### src/rtl/pll_ctrl_pkg.sv
// Shared state encoding and default timing constants for the PLL bring-up controller.
package pll_ctrl_pkg;

  typedef enum logic [2:0] {
    StRstPll    = 3'd0,
    StWaitLock  = 3'd1,
    StStabilize = 3'd2,
    StRun       = 3'd3,
    StFail      = 3'd4
  } pll_state_e;

  localparam int unsigned DefRstPulseCycles    = 16;
  localparam int unsigned DefLockTimeoutCycles = 50_000;
  localparam int unsigned DefStableCycles      = 1024;
  localparam int unsigned DefMaxRetries        = 7;

  // Dwell counter width: wide enough for the longest per-state wait, never below one bit.
  function automatic int unsigned cnt_width(input int unsigned a, input int unsigned b,
                                            input int unsigned c);
    int unsigned m;
    m = (a > b) ? a : b;
    m = (m > c) ? m : c;
    return (m < 2) ? 1 : $clog2(m);
  endfunction

endpackage

### src/rtl/sync_2ff.sv
// Two-flop synchronizer for asynchronous level inputs; flops clear on reset.
module sync_2ff #(
  parameter int unsigned WIDTH = 1
) (
  input  logic             i_clk,
  input  logic             i_rst,
  input  logic [WIDTH-1:0] i_d,
  output logic [WIDTH-1:0] o_q
);

  logic [WIDTH-1:0] r_meta;
  logic [WIDTH-1:0] r_sync;

  always_ff @(posedge i_clk or posedge i_rst) begin
    if (i_rst) begin
      r_meta <= '0;
      r_sync <= '0;
    end else begin
      r_meta <= i_d;
      r_sync <= r_meta;
    end
  end

  assign o_q = r_sync;

endmodule

### src/rtl/pll_ctrl.sv
// PLL bring-up sequencer: pulses PLL reset, waits for a stable lock, retries on
// failure and tracks lock losses while running.
module pll_ctrl
  import pll_ctrl_pkg::*;
#(
  parameter int unsigned RST_PULSE_CYCLES    = DefRstPulseCycles,
  parameter int unsigned LOCK_TIMEOUT_CYCLES = DefLockTimeoutCycles,
  parameter int unsigned STABLE_CYCLES       = DefStableCycles,
  parameter int unsigned MAX_RETRIES         = DefMaxRetries
) (
  input  logic       extClk50,
  input  logic       extRst,
  input  logic       pllLocked,
  input  logic       restart,
  output logic       pllRst,
  output logic       sysRstReq,
  output logic       ready,
  output logic       fail,
  output logic [2:0] retries,
  output logic [7:0] lossCount
);

  localparam int unsigned CntW = cnt_width(RST_PULSE_CYCLES, LOCK_TIMEOUT_CYCLES,
                                           STABLE_CYCLES);
  localparam logic [CntW-1:0] RstLast    = CntW'(RST_PULSE_CYCLES - 1);
  localparam logic [CntW-1:0] LockLast   = CntW'(LOCK_TIMEOUT_CYCLES - 1);
  localparam logic [CntW-1:0] StableLast = CntW'(STABLE_CYCLES - 1);
  localparam logic [2:0]      RetryLimit = 3'(MAX_RETRIES);

  logic            w_lock_s;
  pll_state_e      r_state;
  pll_state_e      w_state_d;
  logic [CntW-1:0] r_cnt;
  logic [CntW-1:0] w_cnt_d;
  logic [2:0]      r_retries;
  logic [2:0]      w_retries_d;
  logic [2:0]      w_retries_inc;
  logic            w_budget_gone;
  logic [7:0]      r_loss_count;
  logic [7:0]      w_loss_d;
  logic            w_entry;
  logic            w_counting;
  logic            r_pll_rst;
  logic            r_sys_rst_req;
  logic            r_ready;
  logic            r_fail;

  sync_2ff #(
    .WIDTH(1)
  ) u_lock_sync (
    .i_clk(extClk50),
    .i_rst(extRst),
    .i_d  (pllLocked),
    .o_q  (w_lock_s)
  );

  assign w_retries_inc = r_retries + 3'd1;
  assign w_budget_gone = (w_retries_inc == RetryLimit);

  always_comb begin
    w_state_d   = r_state;
    w_retries_d = r_retries;
    w_loss_d    = r_loss_count;
    if (restart) begin
      // Restart overrides every other transition, including a lock loss in RUN.
      w_state_d   = StRstPll;
      w_retries_d = '0;
    end else begin
      unique case (r_state)
        StRstPll: begin
          if (r_cnt == RstLast) w_state_d = StWaitLock;
        end
        StWaitLock: begin
          if (w_lock_s) begin
            w_state_d = StStabilize;
          end else if (r_cnt == LockLast) begin
            w_retries_d = w_retries_inc;
            w_state_d   = w_budget_gone ? StFail : StRstPll;
          end
        end
        StStabilize: begin
          if (!w_lock_s) begin
            w_retries_d = w_retries_inc;
            w_state_d   = w_budget_gone ? StFail : StRstPll;
          end else if (r_cnt == StableLast) begin
            w_retries_d = '0;
            w_state_d   = StRun;
          end
        end
        StRun: begin
          if (!w_lock_s) begin
            w_state_d = StRstPll;
            w_loss_d  = (r_loss_count == 8'hFF) ? r_loss_count : r_loss_count + 8'd1;
          end
        end
        StFail: w_state_d = StFail;
        default: w_state_d = StRstPll;
      endcase
    end
  end

  // Only the timed states advance the counter; RUN and FAIL hold it so it never wraps.
  assign w_entry    = restart || (w_state_d != r_state);
  assign w_counting = (r_state == StRstPll) || (r_state == StWaitLock) ||
                      (r_state == StStabilize);
  assign w_cnt_d    = w_entry    ? '0 :
                      w_counting ? r_cnt + CntW'(1) : r_cnt;

  always_ff @(posedge extClk50 or posedge extRst) begin
    if (extRst) begin
      r_state       <= StRstPll;
      r_cnt         <= '0;
      r_retries     <= '0;
      r_loss_count  <= '0;
      r_pll_rst     <= 1'b1;
      r_sys_rst_req <= 1'b1;
      r_ready       <= 1'b0;
      r_fail        <= 1'b0;
    end else begin
      r_state       <= w_state_d;
      r_cnt         <= w_cnt_d;
      r_retries     <= w_retries_d;
      r_loss_count  <= w_loss_d;
      r_pll_rst     <= (w_state_d == StRstPll) || (w_state_d == StFail);
      r_sys_rst_req <= (w_state_d != StRun);
      r_ready       <= (w_state_d == StRun);
      r_fail        <= (w_state_d == StFail);
    end
  end

  assign pllRst    = r_pll_rst;
  assign sysRstReq = r_sys_rst_req;
  assign ready     = r_ready;
  assign fail      = r_fail;
  assign retries   = r_retries;
  assign lossCount = r_loss_count;

  ready_fail_excl_a: assert property (@(posedge extClk50) disable iff (extRst)
    !(r_ready && r_fail));
  sys_rst_req_a: assert property (@(posedge extClk50) disable iff (extRst)
    r_sys_rst_req == !r_ready);

endmodule

### config.mk
export PLATFORM = sky130hd
export DESIGN_NAME = pll_ctrl
export DESIGN_NICKNAME = d
export VERILOG_FILES = /design/src/rtl/pll_ctrl_pkg.sv /design/src/rtl/sync_2ff.sv /design/src/rtl/pll_ctrl.sv
export SDC_FILE = /design/constraint.sdc
export NUM_CORES = 1
export LEC_CHECK = 0
export BUFFER_PORTS_ARGS = -buffer_cell sky130_fd_sc_hd__buf_2
export CORE_UTILIZATION = 30
export DETAILED_ROUTE_END_ITERATION = 10
export SYNTH_ARGS = -nofsm -noshare
export SYNTH_HDL_FRONTEND = slang
export SYNTH_SLANG_ARGS = --single-unit
### constraint.sdc
create_clock -name extClk50 -period 3.3 [get_ports extClk50]
set_clock_uncertainty 0.2 [all_clocks]
set_input_delay 0.495 -clock extClk50 [delete_from_list [all_inputs] [get_ports extClk50]]
set_output_delay 0.495 -clock extClk50 [all_outputs]
set_load 0.01 [all_outputs]
Word-level counts from Yosys, hierarchy flattened
Cells that the tools add are included.

Register bits after elaboration: 36. Input bits: 4. Output and inout port bits: 15. Word-level logic and storage cells: 59.

Add/sub/neg operators: 3. Eq/ne operators: 16. Multiplexer cells: 17. Bitwise logic cells: 3. Reduce and logical (&&, ||, !) cells: 10.

Operators with widths (number): $mux W3 (13); $mux W16 (2); $add A16 B1 Y16 const B (1); $eq A16 B10 Y1 const B (1); $eq A16 B16 Y1 const B (1); $eq A16 B4 Y1 const B (1); $pmux W3 S5 (1); $eq A3 B2 Y1 const B (3); $eq A3 B3 Y1 const B (3); $add A8 B1 Y8 const B (1); $eq A8 B8 Y1 const B (1); $reduce_and A4 Y1 (2); $logic_not A3 Y1 (2); $ne A3 B3 Y1 const B (2); $pmux W3 S2 (1); $logic_or A1 B1 Y1 (4); $ne A4 B4 Y1 const B (1); $add A3 B1 Y3 const B (1); $eq A3 B1 Y1 const B (1); $ne A3 B2 Y1 const B (1); $ne A3 B3 Y1 (1); $not A1 Y1 (3); $reduce_bool A3 Y1 (1); $reduce_bool A2 Y1 (1).

Longest topological paths before layout
Word-level depth: 10. Gate-level depth with buffers: 8. Mapped depth without buffers: 6.

Cells and area by module
A second synthesis with hierarchy kept.

Cell total of the unflattened synthesis: 180. Area, all modules: 1828.0 um2.

Modules (own cells, without submodules): pll_ctrl (times used 1, cells each 177, area an instance 1774.2 um2); sync_2ff (times used 1, cells each 3, area an instance 53.8 um2).

Worst setup path after synthesis
OpenSTA, ideal clock, no wires.

Path type: flip-flop to flip-flop. Start point: register r_state[1]. End point: register r_cnt[1]. Setup time: 0.073 ns. Data arrival time: 2.086 ns. Required time: 3.027 ns. Setup slack: 0.941 ns. Stages on the path, launching flop included: 8. Clock period less this slack: 2.359 ns. Path through: dfrtp_1 -> buf_6 -> or2_4 -> nand4b_1 -> or4b_4 -> a311o_1 -> buf_6 -> a21oi_2.

Word-level cells in the longest chain between the ends: 7. Elaborated cells between the ends (all ways): 19. Classes of those cells: eq/ne (5); mux (9); reduce/logical (5).

RTL lines: start: declaration (RTL line pll_ctrl.sv:31) `pll_state_e r_state;`; start signal: assignment (RTL line pll_ctrl.sv:111) `r_state <= StRstPll;`; start signal: assignment (RTL line pll_ctrl.sv:120) `r_state <= w_state_d;`; $mux W3, on equally long branches (RTL line pll_ctrl.sv:85, pll_ctrl.sv:76); $mux W3, on equally long branches (RTL line pll_ctrl.sv:82, pll_ctrl.sv:74); $pmux W3 S5 (RTL line pll_ctrl.sv:69) `unique case (r_state)`; $mux W3 (RTL line pll_ctrl.sv:64) `if (restart) begin`; $ne A3 B3 Y1 (RTL line pll_ctrl.sv:103) `assign w_entry = restart || (w_state_d != r_state);`; $logic_or A1 B1 Y1 (RTL line pll_ctrl.sv:103); $mux W16 or $reduce_bool A2 Y1 (tied branches); end signal: assignment (RTL line pll_ctrl.sv:121) `r_cnt <= w_cnt_d;`; end: declaration (RTL line pll_ctrl.sv:33) `logic [CntW-1:0] r_cnt;`.

Several ways; a longest one is shown, not always the timed one. A chain may end at the register's enable or synchronous reset.

Worst setup path after layout
Start point: register r_cnt[11]. End point: register r_cnt[15].

Word-level cells in the longest chain between the ends: 8. Elaborated cells between the ends (all ways): 16. Classes of those cells: add/sub (1); eq/ne (4); mux (9); reduce/logical (2).

RTL lines (RTL line): $eq A16 B10 Y1 or $eq A16 B16 Y1 (tied branches) (pll_ctrl.sv:85, pll_ctrl.sv:76); $mux W3, on equally long branches (pll_ctrl.sv:85, pll_ctrl.sv:76); $mux W3, on equally long branches (pll_ctrl.sv:82, pll_ctrl.sv:74); $pmux W3 S5 (pll_ctrl.sv:69); $mux W3 (pll_ctrl.sv:64); $ne A3 B3 Y1 (pll_ctrl.sv:103); $logic_or A1 B1 Y1 (pll_ctrl.sv:103); $mux W16 or $reduce_bool A2 Y1 (tied branches).

Several ways; a longest one is shown, not always the timed one. The select of a mux whose other input is x is not followed.

==> impl_metrics.py <==
metrics = {
    "status": {
        "status": "finished, final reports clean",
    },
    "timing": {
        "slew_viol_final": 0,
        "max_slew_margin": 0.427,
        "fin_crit_sh": 0.805,
        "fmax_mhz": 377,
        "setup_viol": 0,
        "fin_tns_setup_ns": 0,
        "hold_violations": 0,
        "whs_ns": 0.104,
        "rsz0062_at_grt": "false",
        "finalCriticalPeriod_ns": 2.65,
        "tightest_slew_ns": 0.860,
    },
    "cells_and_area": {
        "area_delta_synth_final_pct": 12.8,
        "design_area_sq_um": 2160,
        "diodes": 0,
        "layout.cells.non_filler": 281,
        "fin_nets": 213,
        "final_layout_size_suffix_gt1_frac": 0.233,
    },
    "logic_synthesis": {
        "async_reset_ff_frac": 1.00,
        "synth_edf_count": 0,
        "synth_nets": 194,
        "netlist_area_sq_um": 1910,
        "yosys_warnings": 0,
        "syn_inst": 186,
        "synth_flop_cell": "dfrtp_1",
        "ys_seq_area_frac": 0.473,
        "syn_area_per_cell_sq_um": 10.3,
        "synth_seq_cells": 36,
        "ys_types": 40,
    },
    "floorplan": {
        "fp.dieW_um": 81.8,
        "die_h_um": 81.8,
        "ioPinCount": 19,
        "die-area_sq_um": 6700,
        "start_util": 0.317,
        "rows": 28,
        "core_area_sq_um": 6030,
    },
    "routing": {
        "drcViolationCount": 0,
        "drt-vias-per-instance": 4.96,
        "wl_um": 3660,
        "first_iter_violations": 108,
        "first_pass_iters": 4,
        "wl_per_cell_um": 13.0,
        "ant_nets": 0,
        "vias": 1393,
    },
    "clocking": {
        "clock-sinks": 36,
        "cts_tree": "yes",
        "clk_pin_slew_ns": 0.08,
        "holdBufCountCts": 0,
        "htreeDepth": 2,
        "cts_setup_buffers": 0,
        "cts-resized-gates": 0,
        "clockRootBuffer": "clkbuf_8",
        "cts_buffers": 5,
        "clk_latency_ns": 0.30,
        "clockBufferDepth": 2,
    },
    "power": {
        "p_per_area_nw_per_um2": 372,
        "p_leak_nw": 0.969,
        "vdd_drop_max_mv": 0.205,
    },
    "placement": {
        "place_inst": 273,
        "placed_cell_area_sq_um": 2060,
        "place.gp.congestion": 0.867,
        "place_hpwl_um": 2550,
        "io_buffers": 18,
    },
    "job": {
        "max_cap_violations": 0,
    },
    "global_routing": {
        "grt_pass1_wl_um": 6480,
        "grt_overflow": 0,
        "grt.total_usage": 0.131,
        "antenna_found_initial": 0,
        "grt_pass1_vias": 1345,
        "grt_start_max_net_pins": 22,
    },
    "worst_setup_path": {
        "r2r-end": "r_cnt[15]$_DFFE_PP0P_",
        "r2r_start": "r_cnt[11]$_DFFE_PP0P_",
        "critPathCaptureType": "flop",
        "rr_worst_depth": 5,
        "critPathKind": "reg2reg",
        "crit_required_ns": 3.31,
        "critical_path_arrival_ns": 2.67,
        "start_kind": "flop",
        "reg2reg_slack_ns": 0.65,
        "path_max_fanout": 16,
    },
    "hold_path": {
        "hp-start": "pllLocked",
        "whs_path_depth": 1,
        "hold_end": "u_lock_sync.r_meta$_DFF_PP0_",
        "hp-class": "in2reg",
    },
}
[stage by stage]
| step | total power [mW] | setup slack, ns | utilization |
|---|---|---|---|
| floorplan | 0.478 | 0.941 | - |
| global placement | 0.487 | 0.733 | 0.343 |
| detailed placement | 0.488 | 0.664 | 0.343 |
| CTS | 0.813 | 0.633 | 0.358 |
| global route | 0.840 | 0.452 | 0.358 |
| finish | 0.803 | 0.645 | 0.358 |
[worst max path at each step]
stage,from,to,slack [ns],depth (start not counted)
2_1_floorplan,r_state[1]$_DFF_PP0_,r_cnt[1]$_DFFE_PP0P_,0.94,7
3_3_place_gp,r_cnt[11]$_DFFE_PP0P_,r_cnt[12]$_DFFE_PP0P_,0.73,5
6_report,r_cnt[11]$_DFFE_PP0P_,r_cnt[15]$_DFFE_PP0P_,0.65,5
3_5_place_dp,r_cnt[11]$_DFFE_PP0P_,r_cnt[10]$_DFFE_PP0P_,0.66,5
5_1_grt,r_cnt[11]$_DFFE_PP0P_,r_cnt[10]$_DFFE_PP0P_,0.45,5
4_1_cts,r_cnt[11]$_DFFE_PP0P_,r_cnt[10]$_DFFE_PP0P_,0.63,5
[power by group]
part / leakage [nW] / internal, mW / total (mW) / switching, mW
clock: 0.0404 / 0.149 / 0.325 / 0.175
combinational: 0.445 / 0.00853 / 0.0289 / 0.0204
sequential: 0.484 / 0.445 / 0.449 / 0.00368
[state kept, by name, summed over array words and instances, names as in the netlist]
register	count
r_state	3
r_cnt	16
u_lock_sync.r_meta	1
retries	3
lossCount	8
sysRstReq	1
fail	1
u_lock_sync.o_q	1
pllRst	1
ready	1
[cell usage after synthesis (3+ instances only)]
cell type  instances  area, sq um
nand3_1            7         35.0
xnor2_1            7         61.3
xor2_1            17          149
clkbuf_1           5         18.8
inv_1              8         30.0
nor3_1             5         25.0
nor2_1            11         41.3
a21oi_2           10         87.6
dfrtp_1           34          851
a21oi_1            8         40.0
mux2_2             3         33.8
and3_1             5         31.3
nand4_1           10         62.6
and4_1             3         26.3
ha_1               4         50.1
nand2_1           18         67.6
[final cells by class]
cell class	count	area, sq um
inverters	8	30.0
repair buffers	20	105
flip-flops and latches	36	903
fillers	620	3870
well taps	75	93.8
multi-input cells	134	932
clock inverters	3	23.8
clock buffers	5	68.8
[layout by cell type, fill, tap and decap left out, drive strengths merged, types with 7 or more instances in the layout]
cell and n:
buf 20, nand4 10, xor2 17, nand3 7
a21oi 18, nand2 18, xnor2 7, nor2 11
inv 8, dfrtp 34
[kinds of logic (layout without fill, tap and decap cells)]
logic type,Yosys count,in the layout,share of synthesized area
compound gates,28,28,0.109
xor+xnor,24,24,0.110
fa+ha+maj,4,4,0.0262
buf+inv,16,36,0.0399
flops,36,36,0.473
mux,4,4,0.0229
simple gates,74,74,0.220
[routing by layer]
layer,track usage,wire (um),vias up
li1,-,-,698
met1,0.174,1800,669
met2,0.193,1650,22
met3,0.0356,129,4
met4,0.0737,86,0
met5,0,0,-
[critical path, stage by stage (launching register included)]
cell	delay (ns)
dfrtp_1	0.43
nor4_2	0.39
nand4b_1	0.14
or4b_4	0.54
a311o_1	0.62
a21oi_1	0.25
(Power assumes the default switching activity.)
